$ cat src/rtl/mips_cpu_multiplier.sv
// Sequential shift-add multiplier for MIPS32 MULT/MULTU.
// Produces a 64-bit product as Hi:Lo using a 32-iteration shift-add loop.
// Signed operands are reduced to magnitudes, and the sign is re-applied at the end.
//
// state  | meaning
// -------+-----------------------------------------------------------
// S_IDLE | no result produced since reset
// S_RUN  | iterating (or finishing the zero-operand shortcut)
// S_DONE | Hi/Lo hold a valid result; ready for the next start
module mips_cpu_multiplier (
    input  logic        clk,
    input  logic        reset,
    input  logic        start,
    input  logic        is_signed,
    input  logic [31:0] Multiplicand,
    input  logic [31:0] Multiplier,
    output logic [31:0] Hi,
    output logic [31:0] Lo,
    output logic        busy,
    output logic        done
);

    typedef enum logic [1:0] {S_IDLE, S_RUN, S_DONE} state_t;

    state_t      state_q, state_d;
    logic [32:0] acc_q, acc_d;
    logic [31:0] mcand_q, mcand_d;
    logic [31:0] mplr_q, mplr_d;
    logic [4:0]  cnt_q, cnt_d;
    logic        neg_q, neg_d;
    logic        zero_q, zero_d;
    logic [31:0] hi_q, hi_d;
    logic [31:0] lo_q, lo_d;

    logic [31:0] mag_a, mag_b;
    logic [32:0] sum;
    logic [64:0] shifted;
    logic [63:0] prod;

    // Next-state logic: accept a start, run one shift-add step per cycle, commit result.
    always_comb begin
        state_d = state_q;
        acc_d   = acc_q;
        mcand_d = mcand_q;
        mplr_d  = mplr_q;
        cnt_d   = cnt_q;
        neg_d   = neg_q;
        zero_d  = zero_q;
        hi_d    = hi_q;
        lo_d    = lo_q;
        sum     = 33'd0;
        shifted = 65'd0;
        prod    = 64'd0;
        // 0x80000000 negates to itself, which is the correct unsigned magnitude.
        mag_a   = Multiplicand[31] ? (~Multiplicand + 32'd1) : Multiplicand;
        mag_b   = Multiplier[31]   ? (~Multiplier + 32'd1)   : Multiplier;

        case (state_q)
            S_IDLE, S_DONE: begin
                if (start) begin
                    neg_d   = is_signed & (Multiplicand[31] ^ Multiplier[31]);
                    mcand_d = is_signed ? mag_a : Multiplicand;
                    mplr_d  = is_signed ? mag_b : Multiplier;
                    acc_d   = 33'd0;
                    cnt_d   = 5'd0;
                    zero_d  = (Multiplicand == 32'd0) || (Multiplier == 32'd0);
                    state_d = S_RUN;
                end
            end
            S_RUN: begin
                if (zero_q) begin
                    // Either operand was zero: result is +0 regardless of sign.
                    hi_d    = 32'd0;
                    lo_d    = 32'd0;
                    state_d = S_DONE;
                end else begin
                    sum     = acc_q + (mplr_q[0] ? {1'b0, mcand_q} : 33'd0);
                    shifted = {sum, mplr_q} >> 1;
                    acc_d   = shifted[64:32];
                    mplr_d  = shifted[31:0];
                    cnt_d   = cnt_q + 5'd1;
                    if (cnt_q == 5'd31) begin
                        prod    = neg_q ? (~shifted[63:0] + 64'd1) : shifted[63:0];
                        hi_d    = prod[63:32];
                        lo_d    = prod[31:0];
                        state_d = S_DONE;
                    end
                end
            end
            default: state_d = S_IDLE;
        endcase
    end

    // State and datapath registers; synchronous reset aborts any operation.
    always_ff @(posedge clk) begin
        if (reset) begin
            state_q <= S_IDLE;
            acc_q   <= 33'd0;
            mcand_q <= 32'd0;
            mplr_q  <= 32'd0;
            cnt_q   <= 5'd0;
            neg_q   <= 1'b0;
            zero_q  <= 1'b0;
            hi_q    <= 32'd0;
            lo_q    <= 32'd0;
        end else begin
            state_q <= state_d;
            acc_q   <= acc_d;
            mcand_q <= mcand_d;
            mplr_q  <= mplr_d;
            cnt_q   <= cnt_d;
            neg_q   <= neg_d;
            zero_q  <= zero_d;
            hi_q    <= hi_d;
            lo_q    <= lo_d;
        end
    end

    assign busy = (state_q == S_RUN);
    assign done = (state_q == S_DONE);
    assign Hi   = hi_q;
    assign Lo   = lo_q;

endmodule

$ cat config.mk
export PLATFORM = sky130hd
export DESIGN_NAME = mips_cpu_multiplier
export DESIGN_NICKNAME = d
export VERILOG_FILES = /design/src/rtl/mips_cpu_multiplier.sv
export SDC_FILE = /design/constraint.sdc
export NUM_CORES = 1
export LEC_CHECK = 0
export ABC_CLOCK_PERIOD_IN_PS = 6700
export BUFFER_PORTS_ARGS = -buffer_cell sky130_fd_sc_hd__buf_4
export CAP_MARGIN = 10
export CORE_UTILIZATION = 64
export DETAILED_ROUTE_END_ITERATION = 10
export PLACE_DENSITY = 0.95
export SLEW_MARGIN = 20
export SYNTH_ARGS = -nofsm -noshare
export SYNTH_HDL_FRONTEND = slang
export SYNTH_SLANG_ARGS = --single-unit
$ cat constraint.sdc
create_clock -name clk -period 6.7 [get_ports clk]
set_input_delay 1.005 -clock clk [delete_from_list [all_inputs] [get_ports clk]]
set_output_delay 1.005 -clock clk [all_outputs]
set_load 0.05 [all_outputs]
==> results of run 1 <==
==> metrics by stage <==
step	instance area, sq um	hold slack, ns
2_1_floorplan	11100	0.427
3_3_place_gp	12200	0.440
3_5_place_dp	12200	0.452
4_1_cts	12800	0.469
5_1_grt	12800	0.495
6_report	12800	0.470
==> routing by layer <==
| metal | vias up | share of wire, % | wire, um |
|---|---|---|---|
| met1 | 5479 | 42 | 14200 |
| met3 | 77 | 11 | 3840 |
| met4 | 0 | 2.2 | 739 |
| met2 | 693 | 45 | 15200 |
| met5 | - | 0 | 0 |
| li1 | 5471 | - | - |
==> sequential cells by signal, indices dropped and copies added, names as in the netlist <==
name	cells
Hi	32
Lo	32
acc_q	32
cnt_q	5
mcand_q	32
mplr_q	32
neg_q	1
state_q	2
zero_q	1
==> worst max path at each step <==
stage,start,end,slack [ns],depth (start not counted)
floorplan,mplr_q[12],Hi[19],2.88,12
global placement,mplr_q[0],Hi[30],2.34,12
detailed placement,mplr_q[0],Hi[29],2.17,12
CTS,mplr_q[0],Hi[30],2.03,12
global route,mplr_q[0],Hi[30],1.64,12
finish,mplr_q[0],Hi[30],1.94,12
==> power breakdown <==
group          switching, uW  internal [uW]
logic                    272            169
clock network            451            558
registers               61.7           1050
==> worst reg2reg max path: cells and delay by family (launching register included) <==
kind / cells / cell delay [ns]
adders and majority gates: 1 / 0.30
xor gates and xnor gates: 1 / 0.16
DFF: 1 / 0.82
AOI/OAI and AO/OA: 6 / 1.93
and+or+nand+nor: 4 / 1.43
==> cells in the mapped netlist, drive strengths merged (10+ instances only) <==
cell type    n
nor2       209
dfxtp      169
a21oi      125
nand2      113
clkbuf      93
o21ai       89
xnor2       62
xor2        56
a22oi       53
a211oi      52
and2        49
nand3       39
or3         38
ha          37
o31ai       30
nor3        25
nand2b      16
a311oi      15
a21o        14
nor4        14
or2         14
or4         14
o41ai       13
o21a        10
==> final cells by class <==
type	instances	area share [%]
clock buffer	17	3.33
tap	220	2.16
sequential	169	26.5
clock inverter	15	1.29
timing repair buffer	148	8.71
multi-input combinational	1191	57.7
inverter	7	0.206
==> kinds of logic (layout without fill, tap and decap cells) <==
group / after synthesis / after routing / synth area share [%]
DFF: 169 / 169 / 30.4
adders and majority gates: 38 / 38 / 4.34
and+or+nand+nor: 580 / 580 / 25.5
buffers and inverters: 109 / 187 / 3.70
AOI/OAI and AO/OA: 453 / 453 / 26.6
muxes: 2 / 2 / 0.191
xor gates and xnor gates: 118 / 118 / 9.29
==> flow_summary.yaml, run 1 <==
sta:
  slew_violations: 0
  min_period_ns: 4.76
  fmax_mhz: 210
  skew_ns: 0.00852
  rsz0062_at_grt: "false"
  min_period_over_period_pct: 71.0
  fin_ws_ns: 1.94
  slew_headroom_pct: 28.7
  tightest_slew_ns: 1.07
  finalHoldViolCount: 0
  finalSetupViolCount: 0
  fin_setup_tns_ns: 0
logic_synthesis:
  synth_top_area_cell: "dfxtp_1"
  yosysTopAreaCellShare_pct: 30.4
  synth-edff-count: 0
  ys_seq_elements: 169
  ys_async_sr_fraction_pct: 0
  yosysSeqAreaShare_pct: 30.4
  synth_cell_types: 69
  synth_area_sq_um: 11100
  syn_nets: 1575
  avgSynthCellArea_sq_um: 7.58
  yosysWarnings: 0
  yosys_most_used_dff: "dfxtp_1"
  syn_inst: 1469
  synthTopCellsByArea: "dfxtp_1 30%, nor2_1 7.0%, a21oi_1 5.6%"
grt:
  grt_usage_pct: 37.5
  grt_util_met1_pct: 52.3
  grt_max_degree: 83
  antenna_found_initial: 0
  grt_pass1_wl_um: 53500
  grt_pass1_vias: 10400
  gr-usage-met3_pct: 7.94
  gr-total-overflow: 0
  grt_use_met2_pct: 58.0
  busiest_layer: "met2"
floorplanning:
  die_h_um: 134
  die-area_sq_um: 17900
  fp.coreArea_sq_um: 16800
  initial_utilization_pct: 66.4
  num_rows: 47
  die_w_um: 134
  io_pins: 134
critical_path:
  critical-path-top-delay-family: "compound AO/OA/AOI/OAI gates"
  worstPathArrival_ns: 5.09
  end_kind: "register"
  path_cells: "and2_1, ha_1, a21o_1, a21oi_1, a21boi_0, or3_1, a221o_1, nor4_1, nand4_1, o41ai_1, xnor2_1, a22o_1"
  worst-path-buf-inv: 0
  crit_type: "register to register"
  r2r-end: "Hi[30]"
  cp_max_fo: 33
  cpPeakStageDelay_ns: 0.82
  start_kind: "register"
  r2r-start: "mplr_q[0]"
  r2r_slack_ns: 1.94
  slowest_stage: "dfxtp_1"
  reg2reg_depth: 12
  critical_path_required_ns: 7.03
clock_tree:
  tritoncts: "yes"
  clock_sinks: 169
  cts_resized: 0
  clockBufferDepth: 2
  insertion_delay_ns: 0.44
  cts_setup_buffers: 0
  path_clk_slew_ns: 0.07
  holdBufCountCts: 0
  ctsRootBufferMaster: "clkbuf_16"
  cts_buffers: 17
  cts_max_level: 4
cells_and_area:
  regArea_sq_um: 3390
  fin_util_pct: 76.1
  layout_common_cells: "207 x nor2_1, 168 x dfxtp_1, 148 x buf_4"
  multi_input_area_sq_um: 7370
  antenna_cells: 0
  nFillCells: 1218
  layout_commonest_cell: "nor2_1"
  fin_cells: 1767
  drive_gt1_share_pct: 13.6
  final_nets: 1640
  syn_to_final_growth_pct: 14.6
pwr:
  leakage_uw: 0.00504
  peakVddDrop_v: 0.000183
  total_power_uw: 2560
  power_density_nw_per_um2: 200
job:
  cap_violations: 0
placement:
  dpl.hpwl_um: 24700
  port_buffers: 133
  place_inst: 1735
  pre_cts_ws_ns: 2.17
  gp_congestion: 1.00
min_path:
  hold_start: "mcand_q[0]"
  worstHoldPathCells: 2
  worstHoldEndpoint: "mcand_q[0]"
  hold_class: "register to register"
routing:
  drc: 0
  ant_nets: 0
  wl_per_cell_um: 19.2
  postRouteWirelength_um: 34000
  first_pass_iters: 6
  via_per_inst: 6.63
  vias: 11700
  drtIter0Drc: 1259
status:
  status: "finished, final reports clean"
(Power assumes the default switching activity.)
==> inputs of run 2 (changes only) <==
- ABC_CLOCK_PERIOD_IN_PS: 6700 -> 4810
- CORE_UTILIZATION: 64 -> 60
- PLACE_DENSITY: 0.95 -> 0.92
- clock period: 6.7 -> 4.81 ns (I/O delays scaled with it)
==> run 2 against run 1 <==
  * The flow now finishes with violations (design-rule violations)
  * Global-route usage decreased by 2.9 points
  * Clock skew increased by 0.0017 ns
  * Clock-buffer cell count increased by 2
  * Final cell count increased by 1.1%
  * Flip-flop and latch count unchanged
  * Hold slack got worse by 0.014 ns
  * Final area increased by 0.74%
  * Sequential power increased by 38%
  * Critical path type unchanged
  * Largest cell class unchanged
  * Highest routed layer unchanged
==> flow_summary.yaml, run 2 (same netlist as run 1, synthesis figures left out) <==
status:
  violations: "design-rule violations"
  status: "complete, but fails checks"
critical_path:
  slowest_stage: "o41ai_1"
  critical-path-top-delay-family: "compound AO/OA/AOI/OAI gates"
  crit_type: "register to register"
  r2r-end: "Hi[30]"
  path_cells: "buf_4, and2_1, ha_1, a21oi_1, o21ai_0, o21ba_2, or3_1, a221o_1, nor4_1, nand4_1, o41ai_1, xnor2_1, a22o_1"
  worst-path-buf-inv: 1
  worstPathArrival_ns: 4.70
  cp_max_fo: 26
  end_kind: "register"
  crit_path_end: "Hi[30]"
  cpPeakStageDelay_ns: 0.59
  critical_path_required_ns: 5.15
  r2r_slack_ns: 0.45
  reg2reg_depth: 13
  start_kind: "register"
  r2r-start: "mplr_q[0]"
  crit_start: "mplr_q[0]"
  crit_cells: 13
floorplanning:
  die_h_um: 138
  die-area_sq_um: 19100
  die_w_um: 138
  num_rows: 49
  io_pins: 134
  fp.coreArea_sq_um: 18100
  initial_utilization_pct: 61.5
placement:
  port_buffers: 133
  gp_congestion: 1.05
  dpl.hpwl_um: 25300
  place_inst: 1754
cells_and_area:
  layout_common_cells: "207 x nor2_1, 168 x dfxtp_1, 158 x buf_4"
  antenna_cells: 0
  layout_commonest_cell: "nor2_1"
  syn_to_final_growth_pct: 15.5
  regArea_sq_um: 3380
  fin_cells: 1786
  multi_input_area_sq_um: 7370
  final_nets: 1651
  drive_gt1_share_pct: 14.2
  nFillCells: 1404
routing:
  drc: 20
  first_pass_iters: 9
  wl_per_cell_um: 18.8
  drtIter0Drc: 1291
  ant_nets: 0
  vias: 11500
  postRouteWirelength_um: 33600
  via_per_inst: 6.46
clock_tree:
  cts_resized: 0
  clockBufferDepth: 2
  holdBufCountCts: 0
  ctsRootBufferMaster: "clkbuf_16"
  cts_max_level: 4
  path_clk_slew_ns: 0.07
  cts_setup_buffers: 0
  tritoncts: "yes"
  insertion_delay_ns: 0.44
  clock_sinks: 169
  cts_buffers: 17
sta:
  fmax_mhz: 229
  min_period_over_period_pct: 90.7
  tightest_slew_ns: 1.17
  finalHoldViolCount: 0
  min_period_ns: 4.36
  slew_headroom_pct: 21.7
  slew_violations: 0
  fin_setup_tns_ns: 0
  skew_ns: 0.0103
  finalSetupViolCount: 0
  rsz0062_at_grt: "false"
pwr:
  peakVddDrop_v: 0.000265
  power_density_nw_per_um2: 274
  leakage_uw: 0.00509
grt:
  grt_max_degree: 99
  grt_usage_pct: 34.6
  antenna_found_initial: 1
  grt_pass1_vias: 10400
  gr-total-overflow: 0
  grt_pass1_wl_um: 53300
job:
  cap_violations: 0
min_path:
  hold_class: "register to register"
## run 2: per-stage QoR
stage / setup WS (ns) / util [%] / hold slack (ns) / power [uW] / area [sq um]
2_1_floorplan: 0.993 / - / 0.427 / 1960 / 11100
3_3_place_gp: 0.711 / 67.7 / 0.443 / 2140 / 12200
3_5_place_dp: 0.538 / 67.7 / 0.446 / 2160 / 12200
4_1_cts: 0.469 / 70.9 / 0.458 / 3510 / 12800
5_1_grt: 0.0147 / 71.1 / 0.483 / 3650 / 12900
6_report: 0.447 / 71.1 / 0.456 / 3530 / 12900
## run 2: power by group
group          switching [uW]  internal (uW)
combinational             382            241
sequential               75.9           1460
clock                     629            741
## run 2: worst min path at each step
stage | from | end | slack, ns | depth (start not counted)
floorplan | mcand_q[31] | mcand_q[31] | 0.43 | 2
global placement | Hi[26] | Hi[26] | 0.44 | 2
detailed placement | Hi[26] | Hi[26] | 0.45 | 2
CTS | Hi[19] | Hi[19] | 0.46 | 2
global route | mcand_q[0] | mcand_q[0] | 0.48 | 2
finish | Hi[19] | Hi[19] | 0.46 | 2
## run 2: layout make-up
cell class	count	share of cell area [%]
Timing Repair Buffer	159	9.39
Sequential cell	169	26.3
Clock buffer	19	3.45
Inverter	7	0.204
Clock inverter	12	1.04
Multi-Input combinational cell	1191	57.4
Tap cell	229	2.23
## run 2: tightest hold or removal path: cells and delay by family (launching register included)
kind	cells	cell delay, ns
compound gates	1	0.05
simple gates	1	0.05
flops	1	0.32
## run 2: metal layers
layer	GRT usage, %	vias to the layer above	wire length, um
met5	0	-	0
met1	48.6	5401	14600
met3	5.40	64	3210
met2	54.2	576	15100
li1	-	5494	-
met4	11.2	0	708
==> inputs of run 3 (changes only) <==
- CORE_ASPECT_RATIO: not set -> 2
==> run 3 against run 2 <==
  * The flow still finishes with violations (design-rule violations)
  * Routed wire length increased by 13%
  * Die area increased by 0.17%
  * Clock-buffer cell count decreased by 1
  * Sequential share of layout area about the same
  * Clock skew increased by 0.0036 ns
  * Flip-flop and latch count unchanged
  * Sequential power about the same
  * Via count increased by 1.7%
  * Maximum frequency decreased by 2.8%
  * Register-to-register slack got worse by 0.13 ns
==> flow_summary.yaml, run 3 (same netlist as run 1, synthesis figures left out) <==
status:
  status: "complete, but fails checks"
  violations: "design-rule violations"
pwr:
  power_density_nw_per_um2: 270
  p_seq_share_pct: 44.3
  clkPwrFrac_pct: 37.2
  peakVddDrop_v: 0.000258
  p_int_uw: 2370
  switching_share_pct: 31.6
  combPwrFrac_pct: 18.4
  power_switching_uw: 1100
  total_power_uw: 3470
  leakage_uw: 0.00511
cells_and_area:
  drive_gt1_share_pct: 14.7
  antenna_cells: 0
  layout_common_cells: "207 x nor2_1, 168 x dfxtp_1, 165 x buf_4"
  final_nets: 1657
  fin_cells: 1779
  layout_commonest_cell: "nor2_1"
  syn_to_final_growth_pct: 15.3
critical_path:
  reg2reg_depth: 14
  start_kind: "register"
  cp_max_fo: 13
  r2r-start: "mplr_q[0]"
  r2r-end: "Hi[30]"
  worstPathArrival_ns: 4.83
  crit_type: "register to register"
  r2r_slack_ns: 0.32
  crit_path_end: "Hi[30]"
  end_kind: "register"
  crit_start: "mplr_q[0]"
  critical_path_required_ns: 5.15
clock_tree:
  cts_buffers: 17
  holdBufCountCts: 0
  clockBufferDepth: 2
  insertion_delay_ns: 0.44
  tritoncts: "yes"
  ctsRootBufferMaster: "clkbuf_16"
  clock_sinks: 169
  path_clk_slew_ns: 0.08
  cts_max_level: 4
  cts_resized: 0
  cts_setup_buffers: 0
grt:
  antenna_found_initial: 0
  grt_pass1_vias: 11500
  grt_pass1_wl_um: 59200
  grt_max_degree: 98
  gr-total-overflow: 0
  grt_usage_pct: 40.1
floorplanning:
  io_pins: 134
  initial_utilization_pct: 61.1
  die_w_um: 98.3
  die_h_um: 195
  die-area_sq_um: 19100
  fp.coreArea_sq_um: 18200
  num_rows: 70
sta:
  rsz0062_at_grt: "false"
  slew_headroom_pct: 29.5
  skew_ns: 0.0138
  tightest_slew_ns: 1.06
  fin_setup_tns_ns: 0
  finalHoldViolCount: 0
  finalSetupViolCount: 0
  slew_violations: 0
  fmax_mhz: 223
  min_period_over_period_pct: 93.3
  min_period_ns: 4.49
routing:
  wl_per_cell_um: 21.3
  drtIter0Drc: 698
  first_pass_iters: 10
  drc: 2
  ant_nets: 0
  vias: 11700
  via_per_inst: 6.59
  postRouteWirelength_um: 37900
min_path:
  hold_class: "register to register"
placement:
  gp_congestion: 1.10
  place_inst: 1748
  port_buffers: 133
  dpl.hpwl_um: 29000
job:
  cap_violations: 0
## run 3: power groups by stage
stage | sequential [uW] | clock (uW) | combinational, uW
after floorplan | 1530 | 0 | 435
after global placement | 1560 | 0 | 608
after detailed placement | 1570 | 0 | 623
after CTS | 1530 | 1290 | 627
after global routing | 1540 | 1350 | 694
final | 1540 | 1290 | 639
## run 3: worst max-delay path: stages (launching register included)
cell and delay, ns:
dfxtp_1 0.31, buf_4 0.16, and2_1 0.15, ha_1 0.44, a211oi_1 0.37, o21bai_1 0.22, or4_1 0.52, o311ai_0 0.11
a211oi_1 0.09, buf_4 0.20, nor3_1 0.50, nand4_1 0.46, o41ai_1 0.55, xnor2_1 0.11, a22o_1 0.20
## run 3: worst min-delay path by stage
| stage | start | end | depth (start not counted) |
|---|---|---|---|
| global placement | Hi[22] | Hi[22] | 2 |
| finish | Hi[24] | Hi[24] | 2 |
| CTS | mcand_q[31] | mcand_q[31] | 2 |
| detailed placement | Hi[24] | Hi[24] | 2 |
| global route | Hi[19] | Hi[19] | 2 |
| floorplan | mcand_q[31] | mcand_q[31] | 2 |
## run 3: metrics by stage
step	hold WS [ns]	util [%]	setup WS (ns)	instance area, sq um
after floorplan	0.427	-	0.993	11100
after global placement	0.440	67.5	0.556	12300
after detailed placement	0.450	67.5	0.522	12300
after CTS	0.466	70.4	0.512	12800
after global routing	0.482	70.5	0.100	12800
final	0.463	70.5	0.320	12800
## run 3: layout make-up
cell class,count,area [sq um]
fillers,1477,5380
clock buffers,18,429
well taps,216,270
multi-input cells,1191,7380
flip-flops and latches,169,3380
inverters,7,26.3
repair buffers,165,1240
clock inverters,13,110
## run 3: layer usage
layer	up-vias	part of all wire, %	routed length [um]	global-route usage (%)
met1	5516	32	12000	35.0
met4	0	12	4410	41.9
met2	480	52	19800	73.9
met3	222	4.4	1660	5.75
met5	-	0	0	0
li1	5512	-	-	-
